## src/rtl/cdb_arbiter.sv

```systemverilog
// Common data bus arbiter: two producer FIFOs (ALU, LSB) drained round-robin,
// one registered broadcast per cycle.
module cdb_arbiter #(
  parameter int unsigned DATA_W     = 32,
  parameter int unsigned TAG_W      = 4,
  parameter int unsigned FIFO_DEPTH = 4
) (
  input  logic              clk,
  input  logic              rst,
  input  logic              rdy,
  input  logic              rollback_signal,
  input  logic              alu_valid,
  input  logic [TAG_W-1:0]  alu_tag,
  input  logic [DATA_W-1:0] alu_data,
  output logic              alu_full,
  input  logic              lsb_valid,
  input  logic [TAG_W-1:0]  lsb_tag,
  input  logic [DATA_W-1:0] lsb_data,
  output logic              lsb_full,
  output logic              cdb_valid,
  output logic [TAG_W-1:0]  cdb_tag,
  output logic [DATA_W-1:0] cdb_data,
  output logic              cdb_src,
  output logic              ovf_err
);

  localparam int unsigned PtrW = (FIFO_DEPTH > 1) ? $clog2(FIFO_DEPTH) : 1;
  localparam int unsigned CntW = PtrW + 1;
  localparam int unsigned EntW = TAG_W + DATA_W;

  // Index 0 = ALU, index 1 = LSB throughout.
  logic [EntW-1:0] mem_q [2][FIFO_DEPTH];
  logic [PtrW-1:0] wr_ptr_q [2];
  logic [PtrW-1:0] wr_ptr_d [2];
  logic [PtrW-1:0] rd_ptr_q [2];
  logic [PtrW-1:0] rd_ptr_d [2];
  logic [CntW-1:0] count_q  [2];
  logic [CntW-1:0] count_d  [2];

  logic              last_grant_q, last_grant_d;
  logic              cdb_valid_q, cdb_valid_d;
  logic [TAG_W-1:0]  cdb_tag_q, cdb_tag_d;
  logic [DATA_W-1:0] cdb_data_q, cdb_data_d;
  logic              cdb_src_q, cdb_src_d;
  logic              ovf_err_q, ovf_err_d;

  logic [1:0]       in_valid;
  logic [TAG_W-1:0] in_tag [2];
  logic [EntW-1:0]  in_ent [2];
  logic [1:0]       full;
  logic [1:0]       nonempty;
  logic [1:0]       push_ok;
  logic [1:0]       push_bad;
  logic             accept;
  logic             grant;
  logic             pop_any;
  logic [EntW-1:0]  head;

  assign in_valid  = {lsb_valid, alu_valid};
  assign in_tag[0] = alu_tag;
  assign in_tag[1] = lsb_tag;
  assign in_ent[0] = {alu_tag, alu_data};
  assign in_ent[1] = {lsb_tag, lsb_data};

  assign alu_full  = full[0];
  assign lsb_full  = full[1];
  assign cdb_valid = cdb_valid_q;
  assign cdb_tag   = cdb_tag_q;
  assign cdb_data  = cdb_data_q;
  assign cdb_src   = cdb_src_q;
  assign ovf_err   = ovf_err_q;

  // Push qualification, occupancy flags and round-robin grant.
  always_comb begin
    accept = rdy && !rollback_signal;
    for (int i = 0; i < 2; i++) begin
      full[i]     = (count_q[i] == CntW'(FIFO_DEPTH));
      nonempty[i] = (count_q[i] != '0);
      push_ok[i]  = accept && in_valid[i] && !full[i] && (in_tag[i] != '0);
      push_bad[i] = accept && in_valid[i] && (full[i] || (in_tag[i] == '0));
    end
    // Both waiting: the side that did not win last time goes next.
    if (&nonempty) grant = ~last_grant_q;
    else           grant = nonempty[1];
    pop_any = accept && (|nonempty);
    head    = mem_q[grant][rd_ptr_q[grant]];
  end

  // Next-state for pointers, counts and the broadcast register.
  always_comb begin
    wr_ptr_d     = wr_ptr_q;
    rd_ptr_d     = rd_ptr_q;
    count_d      = count_q;
    last_grant_d = last_grant_q;
    cdb_valid_d  = 1'b0;
    cdb_tag_d    = cdb_tag_q;
    cdb_data_d   = cdb_data_q;
    cdb_src_d    = cdb_src_q;
    ovf_err_d    = ovf_err_q | (|push_bad);
    if (rollback_signal) begin
      for (int i = 0; i < 2; i++) begin
        wr_ptr_d[i] = '0;
        rd_ptr_d[i] = '0;
        count_d[i]  = '0;
      end
      last_grant_d = 1'b1;
    end else if (rdy) begin
      for (int i = 0; i < 2; i++) begin
        if (push_ok[i]) wr_ptr_d[i] = wr_ptr_q[i] + PtrW'(1);
        if (pop_any && (grant == i[0])) rd_ptr_d[i] = rd_ptr_q[i] + PtrW'(1);
        count_d[i] = count_q[i] + CntW'(push_ok[i])
                   - CntW'(pop_any && (grant == i[0]));
      end
      if (pop_any) begin
        cdb_valid_d  = 1'b1;
        cdb_tag_d    = head[EntW-1:DATA_W];
        cdb_data_d   = head[DATA_W-1:0];
        cdb_src_d    = grant;
        last_grant_d = grant;
      end
    end
  end

  // Control state with asynchronous active-low reset.
  always_ff @(posedge clk or negedge rst) begin
    if (!rst) begin
      for (int i = 0; i < 2; i++) begin
        wr_ptr_q[i] <= '0;
        rd_ptr_q[i] <= '0;
        count_q[i]  <= '0;
      end
      last_grant_q <= 1'b1;
      cdb_valid_q  <= 1'b0;
      cdb_tag_q    <= '0;
      cdb_data_q   <= '0;
      cdb_src_q    <= 1'b0;
      ovf_err_q    <= 1'b0;
    end else begin
      wr_ptr_q     <= wr_ptr_d;
      rd_ptr_q     <= rd_ptr_d;
      count_q      <= count_d;
      last_grant_q <= last_grant_d;
      cdb_valid_q  <= cdb_valid_d;
      cdb_tag_q    <= cdb_tag_d;
      cdb_data_q   <= cdb_data_d;
      cdb_src_q    <= cdb_src_d;
      ovf_err_q    <= ovf_err_d;
    end
  end

  // FIFO storage; contents are only meaningful below count, so no reset.
  always_ff @(posedge clk) begin
    for (int i = 0; i < 2; i++) begin
      if (push_ok[i]) mem_q[i][wr_ptr_q[i]] <= in_ent[i];
    end
  end

endmodule

```

## config.mk

```make
export PLATFORM = sky130hd
export DESIGN_NAME = cdb_arbiter
export DESIGN_NICKNAME = d
export VERILOG_FILES = /design/src/rtl/cdb_arbiter.sv
export SDC_FILE = /design/constraint.sdc
export NUM_CORES = 1
export LEC_CHECK = 0
export BUFFER_PORTS_ARGS = -buffer_cell sky130_fd_sc_hd__buf_2
export CORE_ASPECT_RATIO = 0.8
export CORE_MARGIN = 8
export CORE_UTILIZATION = 59
export CTS_CLUSTER_DIAMETER = 30
export DETAILED_ROUTE_END_ITERATION = 7
export GPL_TIMING_DRIVEN = 0
export PLACE_DENSITY = 0.81
export SETUP_SLACK_MARGIN = 0.1
export SYNTH_ARGS = -nofsm -noshare
export SYNTH_HDL_FRONTEND = slang
export SYNTH_SLANG_ARGS = --single-unit
```

## constraint.sdc

```tcl
create_clock -name clk -period 3.7 [get_ports clk]
set_clock_uncertainty 0.1 [all_clocks]
set_input_delay 0.925 -clock clk [delete_from_list [all_inputs] [get_ports clk]]
set_output_delay 0.925 -clock clk [all_outputs]
set_load 0.05 [all_outputs]
```

=== Word level (Yosys, flattened, before mapping) ===
Memory sizes are Yosys's and may differ from the RTL's.
Cells that the tools add are included.

* Memory bits (writable): 288
* Input bits: 78
* Word-level logic and storage cells: 108
* Register bits: 54
* Memories: 1
* Output and inout bits: 41

* Equal/unequal tests: 2
* $add $sub $neg: 8
* Bitwise operators: 8
* $lt $le $gt $ge: 6
* Muxes and demuxes: 31
* Reductions and logical operators: 40

{| class="wikitable"
|+ Memory list
! memory !! depth !! width !! rd ports !! clocked after memory_dff !! wr ports !! RTL line !! source
|-
| mem_q || 2 || 144 || 1 || 0 || 2 || 32 || <nowiki>logic [EntW-1:0] mem_q [2][FIFO_DEPTH];</nowiki>
|}

{| class="wikitable"
|+ Operator list
! operator !! number
|-
| two-way mux 144 bit || 2
|-
| demux 36 bit (select 2 bit) || 2
|-
| two-way mux 36 bit || 4
|-
| binary-select mux 36 bit (select 2 bit) || 1
|-
| two-way mux 4 bit || 4
|-
| logical AND 1 bit || 14
|-
| two-way mux 2 bit || 7
|-
| two-way mux 6 bit || 2
|-
| AND reduction 2 bit || 6
|-
| nonzero test 2 bit || 6
|-
| greater-or-equal comparator 3 bit (second input constant) || 3
|-
| two-way mux 1 bit || 9
|-
| NOT 2 -> 3 bit || 3
|-
| adder 2 x 1 -> 2 bit (second input constant) || 4
|-
| logical NOT 4 bit || 2
|-
| nonzero test 4 bit || 2
|-
| adder 3 x 1 -> 3 bit || 2
|-
| == test 3 bit (second input constant) || 2
|-
| less-than comparator 3 x 1 -> 1 bit (second input constant) || 2
|-
| nonzero test 3 bit || 2
|-
| subtractor 3 x 1 -> 3 bit || 2
|-
| OR reduction 2 bit || 2
|-
| logical NOT 1 bit || 3
|-
| NOT 1 bit || 3
|-
| 5 further kinds || 6
|}

=== Depth between registers and ports, before layout ===
* Word-level depth: 11
* Mapped depth: 14
* Mapped depth without buffers: 12

=== Worst setup path before layout ===
No wires, ideal clock.

* Path kind: register to register
* Start point: reg count_q[4] (netlist name)
* End point: reg count_q[5] (netlist name)
* Data arrival time: 3.339 ns
* Library setup time: 0.132 ns
* Required time: 3.468 ns
* Period minus slack after synthesis: 3.571 ns
* Path buffers: 0
* Slack: 0.129 ns
* Stages on the path, launching flop included: 13
* Path through: dfrtp_1 > nor3b_1 > and4bb_4 > inv_1 > ha_1 > inv_1 > ha_1 > inv_1 > fa_1 > xor2_1 > nand2_1 > xor2_1 > nor2_1

* Longest elaborated chain between the ends: 8
* Elaborated cells on any way between the ends: 15
* Those cells by class: add/sub: 2; eq/ne: 1; mux: 3; bitwise: 1; reduce/logical: 8

{| class="wikitable"
|+ RTL lines
! what !! RTL line !! source
|-
| start: declaration || 37 || <nowiki>logic [CntW-1:0] count_q [2];</nowiki>
|-
| start signal: assignment || 141 || <nowiki>count_q <= count_d;</nowiki>
|-
| == test 3 bit || 77 || <nowiki>full[i] = (count_q[i] == CntW'(FIFO_DEPTH));</nowiki>
|-
| net alu_full || 15 || <nowiki>output logic alu_full,</nowiki>
|-
| logical NOT 1 bit || 79 || <nowiki>push_ok[i] = accept && in_valid[i] && !full[i] && (in_tag[i] != '0);</nowiki>
|-
| logical AND 1 bit (2 in a row) || 79 ||
|-
| adder 3 x 1 -> 3 bit || 111 || <nowiki>count_d[i] = count_q[i] + CntW'(push_ok[i])</nowiki>
|-
| subtractor 3 x 1 -> 3 bit || 112 || <nowiki>- CntW'(pop_any && (grant == i[0]));</nowiki>
|-
| two-way mux 6 bit || 107 || <nowiki>end else if (rdy) begin</nowiki>
|-
| two-way mux 6 bit || 100 || <nowiki>if (rollback_signal) begin</nowiki>
|}

The timed path passes the listed nets, and every way through them passes these cells. The select of a mux whose other input is x is not followed.
A chain may end at the register's enable or synchronous reset.

=== Final worst setup path ===
* Start point: in alu_tag[1]
* End point: reg count_q[5] (netlist name)

* Longest elaborated chain between the ends: 6

{| class="wikitable"
|+ RTL lines
! what !! RTL line !! source
|-
| start: declaration || 13 || <nowiki>input logic [TAG_W-1:0] alu_tag,</nowiki>
|-
| nonzero test 4 bit || 79 ||
|-
| logical AND 1 bit || 79 ||
|-
| adder 3 x 1 -> 3 bit || 111 ||
|-
| subtractor 3 x 1 -> 3 bit || 112 ||
|-
| two-way mux 6 bit || 107 ||
|-
| two-way mux 6 bit || 100 ||
|}

Every way passes these cells. The select of a mux whose other input is x is not followed.

==> impl_metrics.prom <==
# TYPE chip_impl_metric gauge
chip_impl_metric{name="synth.net_count",unit=""} 738
chip_impl_info{name="worst_r2r_endpoint",value="count_q[5]"} 1
chip_impl_metric{name="synth-simple-area-share",unit=""} 0.0290
chip_impl_metric{name="synth-compound-area-share",unit=""} 0.0303
chip_impl_metric{name="vias",unit=""} 6960
chip_impl_metric{name="initialDrtViolationCount",unit=""} 763
chip_impl_info{name="outcome",value="finished clean"} 1
chip_impl_metric{name="synth_seq_area_share",unit=""} 0.750
chip_impl_metric{name="antenna_left",unit=""} 0
chip_impl_metric{name="cts-htree-levels",unit=""} 2
chip_impl_info{name="timing.critical_path.from_type",value="input port"} 1
chip_impl_metric{name="floorplan.die_area",unit="sq um"} 27700
chip_impl_metric{name="antenna_cells_inserted",unit=""} 0
chip_impl_info{name="root_buffer_master",value="sky130_fd_sc_hd__clkbuf_16"} 1
chip_impl_metric{name="syn-instance-count",unit=""} 646
chip_impl_info{name="ys_dominant_reg_cell",value="sky130_fd_sc_hd__edfxtp_1"} 1
chip_impl_metric{name="syn_area_per_cell",unit="sq um"} 20.6
chip_impl_metric{name="cts.sink_count",unit=""} 342
chip_impl_metric{name="detailedRoute.firstPassIterationCount",unit=""} 5
chip_impl_metric{name="dp_hpwl",unit="mm"} 18.7
chip_impl_metric{name="top_ports",unit=""} 119
chip_impl_info{name="layout.cells.most_common",value="sky130_fd_sc_hd__edfxtp_1"} 1
chip_impl_metric{name="slew-limit-headroom",unit=""} 0.458
chip_impl_info{name="crit-reg2reg-launch",value="count_q[4]"} 1
chip_impl_metric{name="cts_hold_repair.buffers",unit=""} 0
chip_impl_metric{name="initial_core_util",unit=""} 0.598
chip_impl_metric{name="synth_enable_flop_cells",unit=""} 288
chip_impl_metric{name="antenna_found_initial",unit=""} 4
chip_impl_metric{name="timing.reg2reg.worst_path_depth",unit=""} 12
chip_impl_metric{name="area_growth_syn_to_layout",unit="%"} 21.5
chip_impl_metric{name="tns",unit="ns"} 0
chip_impl_metric{name="synthDominantCellAreaShare",unit=""} 0.648
chip_impl_metric{name="synth-seq-cells",unit=""} 342
chip_impl_info{name="cp_max_delay_cell",value="sky130_fd_sc_hd__nor4_1"} 1
chip_impl_metric{name="cp.buffers_inverters",unit=""} 4
chip_impl_metric{name="max_slew.worst_pin.slew",unit="ns"} 0.813
chip_impl_metric{name="crit_arrival",unit="ns"} 3.60
chip_impl_metric{name="synth-xor-area-share",unit=""} 0.00525
chip_impl_info{name="tritoncts",value="yes"} 1
chip_impl_metric{name="post_synth_instance_area",unit="sq um"} 13300
chip_impl_metric{name="pin_count_of_the_biggest_net_entering_global_routing",unit=""} 55
chip_impl_info{name="synth_top_family_by_area",value="multiplexers"} 1
chip_impl_info{name="cpLargestDelayFamily",value="simple AND/OR/NAND/NOR gates"} 1
chip_impl_metric{name="critPathMaxFanout",unit=""} 8
chip_impl_metric{name="fraction_of_synthesized_area_in_multiplexers",unit=""} 0.151
chip_impl_info{name="rsz_0062_raised_after_global_routing",value="false"} 1
chip_impl_metric{name="grt_pass1_wl",unit="mm"} 45.3
chip_impl_metric{name="max_cap_violations",unit=""} 0
chip_impl_metric{name="reg2reg_setup_slack",unit="ns"} 0.76
chip_impl_metric{name="cts_resized",unit=""} 0
chip_impl_metric{name="post-route-cell-area",unit="sq um"} 16200
chip_impl_metric{name="minimum_period_implied_by_the_final_worst_setup_slack",unit="ns"} 3.31
chip_impl_info{name="critical_path.most_common_cell",value="sky130_fd_sc_hd__inv_1"} 1
chip_impl_info{name="synth_top_cells_by_area",value="sky130_fd_sc_hd__edfxtp_1, sky130_fd_sc_hd__mux4_2, sky130_fd_sc_hd__dfrtp_1, sky130_fd_sc_hd__mux2i_1, sky130_fd_sc_hd__o21ai_2"} 1
chip_impl_metric{name="power_density_over_cell_area",unit="nW/um^2"} 688
chip_impl_metric{name="setup_viol",unit=""} 0
chip_impl_metric{name="finalWirelength",unit="mm"} 30.0
chip_impl_metric{name="ctsLongestPathBuffers",unit=""} 3
chip_impl_info{name="final_cell_mix",value="sky130_fd_sc_hd__edfxtp_1, sky130_fd_sc_hd__buf_2, sky130_fd_sc_hd__mux4_2"} 1
chip_impl_metric{name="drt_drc_violations_left",unit=""} 0
chip_impl_metric{name="viasPerCell",unit=""} 5.96
chip_impl_info{name="timing.hold.worst.class",value="in -> async"} 1
chip_impl_metric{name="finalHoldViolCount",unit=""} 0
chip_impl_metric{name="synth.yosys.warnings",unit=""} 0
chip_impl_metric{name="clkTransAtPathRegs",unit="ns"} 0.06
chip_impl_metric{name="worst_ir_drop_vdd",unit="uV"} 696
chip_impl_metric{name="groute.usage.overall",unit=""} 0.223
chip_impl_info{name="setup.worst_path.end_class",value="register"} 1
chip_impl_metric{name="total_leakage_power",unit="nW"} 6.05
chip_impl_metric{name="layout.nets",unit=""} 913
chip_impl_metric{name="placed_cell_area",unit="sq um"} 14500
chip_impl_metric{name="synth_cell_types",unit=""} 42
chip_impl_metric{name="cp.required",unit="ns"} 3.99
chip_impl_metric{name="core_area",unit="sq um"} 22300
chip_impl_metric{name="cts-buffers-inserted",unit=""} 48
chip_impl_metric{name="crit_path_max_incr_delay",unit="ns"} 0.70
chip_impl_metric{name="portBuffers",unit=""} 117
chip_impl_metric{name="maxClockFrequency",unit="GHz"} 0.302
chip_impl_info{name="cp_cell_sequence",value="buf_2 > nor4_1 > and4bb_4 > inv_1 > ha_1 > inv_1 > ha_1 > inv_1 > fa_1 > xor2_1 > nand2_1 > xor2_1 > nor2_1"} 1
chip_impl_metric{name="clkLatencyLatePin",unit="ns"} 0.55
chip_impl_metric{name="final_layout_size_suffix_gt1_frac",unit=""} 0.410
chip_impl_metric{name="rows",unit=""} 49
chip_impl_metric{name="timing.final.max_slew_violations",unit=""} 0
chip_impl_metric{name="die_h",unit="um"} 150
chip_impl_info{name="yosys.area.top_type",value="sky130_fd_sc_hd__edfxtp_1"} 1
chip_impl_metric{name="buffer_count_from_post_cts_setup_fixing",unit=""} 0
chip_impl_metric{name="overall_die_width",unit="um"} 184
chip_impl_metric{name="grt_pass1_vias",unit=""} 7603
chip_impl_metric{name="final_weighted_congestion_in_routability_driven_placement",unit=""} 0.831
chip_impl_metric{name="wire_per_inst",unit="um"} 25.7
chip_impl_metric{name="grt_remaining_overflow",unit=""} 0
chip_impl_metric{name="post_synth_fa_ha_maj_area_fraction",unit=""} 0.0143
chip_impl_metric{name="timing.final.crit_share",unit=""} 0.894
chip_impl_metric{name="final.fill_count",unit=""} 1364
chip_impl_metric{name="ys_async_sr_fraction",unit=""} 0.158
chip_impl_info{name="criticalPathCategory",value="in -> reg"} 1
worst reg2reg max path: cells and delay by family (launching register included):
| kind | cells | cell delay, ns |
|---|---|---|
| XOR/XNOR | 2 | 0.33 |
| AO/OA/AOI/OAI | 1 | 0.21 |
| AND/OR/NAND/NOR | 3 | 0.65 |
| flip-flops | 1 | 0.48 |
| buffers and inverters | 3 | 0.22 |
| adder cells (fa/ha/maj) | 3 | 0.80 |
synth_stat cells, types with 6 or more instances:
master                     instances
sky130_fd_sc_hd__and2_1            8
sky130_fd_sc_hd__buf_2            10
sky130_fd_sc_hd__buf_6             7
sky130_fd_sc_hd__clkbuf_1          6
sky130_fd_sc_hd__dfrtp_1          53
sky130_fd_sc_hd__edfxtp_1        288
sky130_fd_sc_hd__ha_1             12
sky130_fd_sc_hd__inv_1            13
sky130_fd_sc_hd__mux2i_1          39
sky130_fd_sc_hd__mux4_2           72
sky130_fd_sc_hd__nand2_1          43
sky130_fd_sc_hd__nor2_1           11
sky130_fd_sc_hd__o21ai_2          32
sky130_fd_sc_hd__xor2_1            7
power by group:
part	internal [mW]	switching, mW	leakage [nW]
logic	0.480	1.29	1.95
clock network	3.00	1.75	0.810
registers	4.45	0.165	3.29
total	7.94	3.21	6.05
through the flow:
stage / setup slack, ns / hold WS [ns] / power [mW] / utilization / cells
after floorplan: 0.129 / 0.391 / 5.94 / - / 646
after global placement: -0.258 / 0.339 / 6.39 / 0.641 / 1069
after detailed placement: -0.120 / 0.352 / 6.46 / 0.650 / 1077
after CTS: 0.422 / 0.377 / 11.2 / 0.726 / 1167
after global routing: 0.329 / 0.388 / 11.5 / 0.726 / 1167
final: 0.394 / 0.354 / 11.1 / 0.726 / 1167
worst max-delay path by stage:
stage               start            to  slack, ns  cells after the start
2_1_floorplan  count_q[4]    count_q[5]       0.13                     12
3_3_place_gp          rdy  mem_q[1][44]      -0.26                      5
3_5_place_dp   alu_tag[1]    count_q[5]      -0.12                     13
4_1_cts        alu_tag[1]    count_q[5]       0.42                     13
5_1_grt        alu_tag[1]    count_q[5]       0.33                     13
6_report       alu_tag[1]    count_q[5]       0.39                     13
cell families after synthesis:
logic type / count (synthesis)
adders and majority gates: 14
DFF: 342
buffers and inverters: 45
muxes: 111
and+or+nand+nor: 78
xor gates and xnor gates: 8
AOI/OAI and AO/OA: 48
cell type report:
class	instances	area, sq um	share of cell area
buffer	31	220	0.0136
clock buffer	55	1270	0.0783
tap	306	383	0.0236
multi-input combinational	259	3070	0.190
inverter	14	52.6	0.00324
clock inverter	35	434	0.0268
sequential	342	10000	0.617
timing repair buffer	125	778	0.0480
state kept, by name (all words and copies together) (netlist names):
register	count
ovf_err	1
count_q	6
mem_q	288
rd_ptr_q	4
last_grant_q	1
cdb_data	32
cdb_src	1
cdb_valid	1
wr_ptr_q	4
cdb_tag	4
layer usage:
metal  wire (um)  track usage  vias up
met3        2490       0.0528       44
li1            -            -     2958
met1       12500        0.301     3613
met4         388       0.0511        8
met5          46            0        -
met2       14600        0.369      337
(Power assumes the default switching activity.)
